--- config.mk ---
export PLATFORM = sky130hd
export DESIGN_NAME = alu
export DESIGN_NICKNAME = d
export VERILOG_FILES = /design/src/rtl/alu.sv
export SDC_FILE = /design/constraint.sdc
export NUM_CORES = 2
export LEC_CHECK = 0
export ABC_AREA = 1
export CORE_ASPECT_RATIO = 1.1
export CORE_MARGIN = 2
export CORE_UTILIZATION = 55
export CTS_CLUSTER_DIAMETER = 50
export DETAILED_ROUTE_END_ITERATION = 8
export PLACE_DENSITY_LB_ADDON = 0.08
export RECOVER_POWER = 100
export SETUP_SLACK_MARGIN = 0.05
export SYNTH_ARGS = -nofsm -noshare
export SYNTH_HDL_FRONTEND = slang
export SYNTH_SLANG_ARGS = --single-unit
--- constraint.sdc ---
create_clock -name clk -period 32.2 [get_ports clk]
set_input_delay 4.83 -clock clk [delete_from_list [all_inputs] [get_ports clk]]
set_output_delay 4.83 -clock clk [all_outputs]
set_load 0.02 [all_outputs]
--- src/rtl/alu.sv ---
`default_nettype none
// ============================================================================
//  Module      : alu
//  Description : Registered 16-bit ALU (arithmetic, logic, shift/rotate)
//                with a 32-bit result and unsigned operand compare flags.
//  Revision    : 1.0 - initial release
// ============================================================================
module alu (
    input  logic        clk,
    input  logic        rst_n,
    input  logic [15:0] a,
    input  logic [15:0] b,
    input  logic [2:0]  opcode,
    input  logic [2:0]  mode,
    output logic [31:0] outALU,
    output logic        za,
    output logic        zb,
    output logic        eq,
    output logic        gt,
    output logic        lt
);

    localparam logic [2:0] c_MODE_ARITH = 3'd0;
    localparam logic [2:0] c_MODE_LOGIC = 3'd1;
    localparam logic [2:0] c_MODE_SHIFT = 3'd2;

    logic [16:0] w_sum;
    logic [16:0] w_inc;
    logic [31:0] w_diff;
    logic [31:0] w_dec;
    logic [31:0] w_prod;
    logic [15:0] w_quot;
    logic [15:0] w_rem;
    logic        w_b_zero;

    logic [3:0]  w_amt;
    logic [4:0]  w_amt_inv;
    logic [15:0] w_sll;
    logic [15:0] w_srl;
    logic [15:0] w_sra;
    logic [15:0] w_rol;
    logic [15:0] w_ror;

    logic [15:0] w_logic;
    logic [15:0] w_shift;
    logic [31:0] w_arith;
    logic [31:0] w_result;

    // Arithmetic datapath: widen before the operator so carries/borrows survive
    assign w_sum    = {1'b0, a} + {1'b0, b};
    assign w_inc    = {1'b0, a} + 17'd1;
    assign w_diff   = {16'h0000, a} - {16'h0000, b};
    assign w_dec    = {16'h0000, a} - 32'd1;
    assign w_prod   = {16'h0000, a} * {16'h0000, b};
    assign w_b_zero = (b == 16'h0000);
    assign w_quot   = w_b_zero ? 16'h0000 : (a / b);
    assign w_rem    = w_b_zero ? 16'h0000 : (a % b);

    // A right shift by 16 yields zero, so rotate by 0 collapses to a itself
    assign w_amt     = b[3:0];
    assign w_amt_inv = 5'd16 - {1'b0, w_amt};
    assign w_sll     = a << w_amt;
    assign w_srl     = a >> w_amt;
    assign w_sra     = $signed(a) >>> w_amt;
    assign w_rol     = (a << w_amt) | (a >> w_amt_inv);
    assign w_ror     = (a >> w_amt) | (a << w_amt_inv);

    always_comb begin
        w_arith = 32'h0000_0000;
        case (opcode)
            3'd0: w_arith = {15'h0000, w_sum};
            3'd1: w_arith = w_diff;
            3'd2: w_arith = w_prod;
            3'd3: w_arith = w_b_zero ? 32'hFFFF_FFFF : {16'h0000, w_quot};
            3'd4: w_arith = w_b_zero ? {16'h0000, a} : {16'h0000, w_rem};
            3'd5: w_arith = {15'h0000, w_inc};
            3'd6: w_arith = w_dec;
            3'd7: w_arith = {16'h0000, a};
            default: w_arith = 32'h0000_0000;
        endcase
    end

    always_comb begin
        w_logic = 16'h0000;
        case (opcode)
            3'd0: w_logic = a & b;
            3'd1: w_logic = a | b;
            3'd2: w_logic = a ^ b;
            3'd3: w_logic = ~(a & b);
            3'd4: w_logic = ~(a | b);
            3'd5: w_logic = ~(a ^ b);
            3'd6: w_logic = ~a;
            3'd7: w_logic = ~b;
            default: w_logic = 16'h0000;
        endcase
    end

    always_comb begin
        w_shift = 16'h0000;
        case (opcode)
            3'd0: w_shift = w_sll;
            3'd1: w_shift = w_srl;
            3'd2: w_shift = w_sra;
            3'd3: w_shift = w_rol;
            3'd4: w_shift = w_ror;
            3'd5: w_shift = {a[14:0], 1'b0};
            3'd6: w_shift = {1'b0, a[15:1]};
            3'd7: w_shift = {a[7:0], a[15:8]};
            default: w_shift = 16'h0000;
        endcase
    end

    always_comb begin
        w_result = 32'h0000_0000;
        case (mode)
            c_MODE_ARITH: w_result = w_arith;
            c_MODE_LOGIC: w_result = {16'h0000, w_logic};
            c_MODE_SHIFT: w_result = {16'h0000, w_shift};
            default:      w_result = 32'h0000_0000;
        endcase
    end

    // Flags track the operands every cycle regardless of mode/opcode
    always_ff @(posedge clk) begin
        if (!rst_n) begin
            outALU <= 32'h0000_0000;
            za     <= 1'b0;
            zb     <= 1'b0;
            eq     <= 1'b0;
            gt     <= 1'b0;
            lt     <= 1'b0;
        end else begin
            outALU <= w_result;
            za     <= (a == 16'h0000);
            zb     <= w_b_zero;
            eq     <= (a == b);
            gt     <= (a > b);
            lt     <= (a < b);
        end
    end

endmodule
`default_nettype wire

==> results.tsv <==
metric	value	unit
outcome	finished with violations	
violations	DRC, capacitance limit, slew limit	
final_cell_mix	791 x nand2_1, 652 x inv_1, 280 x ha_1, 246 x buf_4, 216 x a21oi_1	
via_count	27991	
cp_top_family	simple AND/OR/NAND/NOR gates	
tightest_slew	2.37	ns
cts_hold_buf	0	
drv_slew	84	
drtPass1Iterations	9	
max_stage_delay	0.37	ns
synth.distinct_cells	67	
critical-path-slowest-cell	fa_2	
areaGrowthSynthToFinish	17.7	%
pre_cts_ws	-1.40	ns
avgSynthCellArea	6.38	um2
powerDensity	52.3	nW/um2
ys_ff_latch	37	
coreArea	42300	um2
vias_per_cell	6.28	
cap_violations	3	
final_nets	4431	
synth_edf_count	0	
critPathBufInv	29	
slew_headroom	-58.0	%
grt_antenna_before_repair	3	
cp.required	32.35	ns
final-hold-violation-count	0	
mostFrequentLayoutCell	nand2_1	
yosysWarnings	0	
clockBufferDepth	2	
syn_nets	4249	
arrival	32.06	ns
syn-cell-area	23600	um2
synth_area_leaders	fa_1 17%, ha_1 16%, nand2_1 14%	
clkTransAtPathRegs	0.07	ns
rows	79	
synth.largest_area_cell	fa_1	
grt_pass1_vias	26903	
min_period_over_period	99.1	%
synth-async-reset-ratio	0	%
first_iter_violations	3057	
grt_pass1_wl	156000	um
setup_viol	0	
crit_path_max_fanout	8	
drive_gt1_share	19.2	%
cts_root_buffer	clkbuf_16	
netlist.area_leader.share	16.7	%
worstSetupStartpointType	input pin	
wire_per_inst	24.5	um
routed_wirelength	109000	um
hold_path.class	in -> reg	
gr-usage-all-layers	45.7	%
setup_slack	0.290	ns
numCtsBuffers	5	
cts_tree	built	
leakagePower	15.3	nW
grt.overflow.total	0	
h-tree-depth	2	
die-area	44600	um2
nFillCells	3580	
finalNonFillerCells	4454	
fp.dieH	221	um
drc	1	
dieWidth	202	um
period_needed	31.91	ns
portBuffers	76	
fmax	31.3	MHz
ys_seq_area_share	3.14	%
ios	77	
critical_path.most_common_cell	nand2_2	
end_kind	flip-flop	
place_inst	4345	
critical_path_class	in -> reg	
initial_core_util	55.8	%
ir_drop	95.1	uV
synthCells	3701	
ant_nets	0	
clkSinkCount	37	
synth_ff_type	dfxtp_1	
gp_congestion	1.06	
place_hpwl	80400	um
grt_max_degree	46	
## repair_timing
action	4_1_cts	5_1_grt
setup endpoints to repair	16	16
pin swaps	21	162
resized for setup	55	349
cloned	2	0
setup buffers	15	81
## report_power, final
part           internal, mW  total (mW)  leakage, nW  switching [mW]
sequential           0.0481      0.0497        0.300         0.00165
clock                0.0289      0.0555       0.0631          0.0266
combinational         0.503        1.35         14.9           0.846
## metrics by stage
step / TNS [ns] / area (um2) / util, % / hold WS, ns / power [mW]
3_3_place_gp: -0.0667 / 25500 / 60.3 / 5.61 / 1.24
4_1_cts: 0 / 26000 / 61.4 / 5.29 / 1.37
3_5_place_dp: -19.94 / 25500 / 60.3 / 5.61 / 1.29
2_1_floorplan: 0 / 23600 / - / 4.96 / 0.949
6_report: 0 / 27800 / 65.7 / 5.23 / 1.45
5_1_grt: -21.43 / 27800 / 65.6 / 5.28 / 1.60
## routing by layer
metal	global-route usage (%)	routed length [um]
met5	0	14
met4	31.9	9910
met3	10.4	13100
met2	73.7	47900
met1	53.8	38200
## flip-flops by register name, indices dropped and copies added, names as in the netlist
register  flops
zb            1
lt            1
eq            1
gt            1
za            1
outALU       32
## cells by family (layout without fill, tap and decap cells)
group                    after synthesis  in the layout  synth area share [%]
AO/OA/AOI/OAI                        685            685                  17.6
XOR/XNOR                              70             70                  2.60
adder cells (fa/ha/maj)              508            508                  33.2
buffers and inverters                873           1055                  14.7
flip-flops                            37             37                  3.14
multiplexers                           3              3                 0.133
other                                  0              3                     0
AND/OR/NAND/NOR                     1525           1526                  28.6
## path summary, 6_finish.rpt
kind / from / end / slack [ns] / depth (start not counted)
min: a[3] / za / 5.23 / 7
max: b[2] / outALU[3] / 0.29 / 268
## area by class of cell
type,instances,area [um2],area share [%]
inverter,710,2700,9.71
timing repair buffer,336,2770,9.98
antenna,3,7.51,0.0270
tap,567,709,2.55
clock inverter,2,15.0,0.0541
clock buffer,6,129,0.464
sequential,37,741,2.67
multi-input combinational,2792,20700,74.5
timing repair inverter,1,7.51,0.0270
## synthesized netlist by cell type, drive strengths merged (2+ instances only)
cell	instances
a21oi	241
o2111ai	11
nor4	9
inv	702
dfxtp	37
o21a	7
ha	311
xor2	38
nand4	22
nand3	194
a21boi	6
o311ai	5
nand2	963
or2	58
a22oi	8
mux2i	2
nor2	221
and2	16
o221ai	16
o22ai	16
o211ai	25
xnor2	32
a21o	5
a221oi	25
a2111oi	20
clkinv	8
o21ai	233
a211oi	13
a32oi	6
o31ai	4
a31oi	19
nor3	39
buf	44
fa	197
clkbuf	118
o21bai	21
## tightest hold or removal path: stages
cell and delay [ns]:
dlymetal6s2s_1 0.13, inv_2 0.08, nand2_2 0.09, nor2_4 0.05
nand2_4 0.08, buf_4 0.15, nor3_1 0.07
Note: power is estimated with default switching activity, not from simulation.
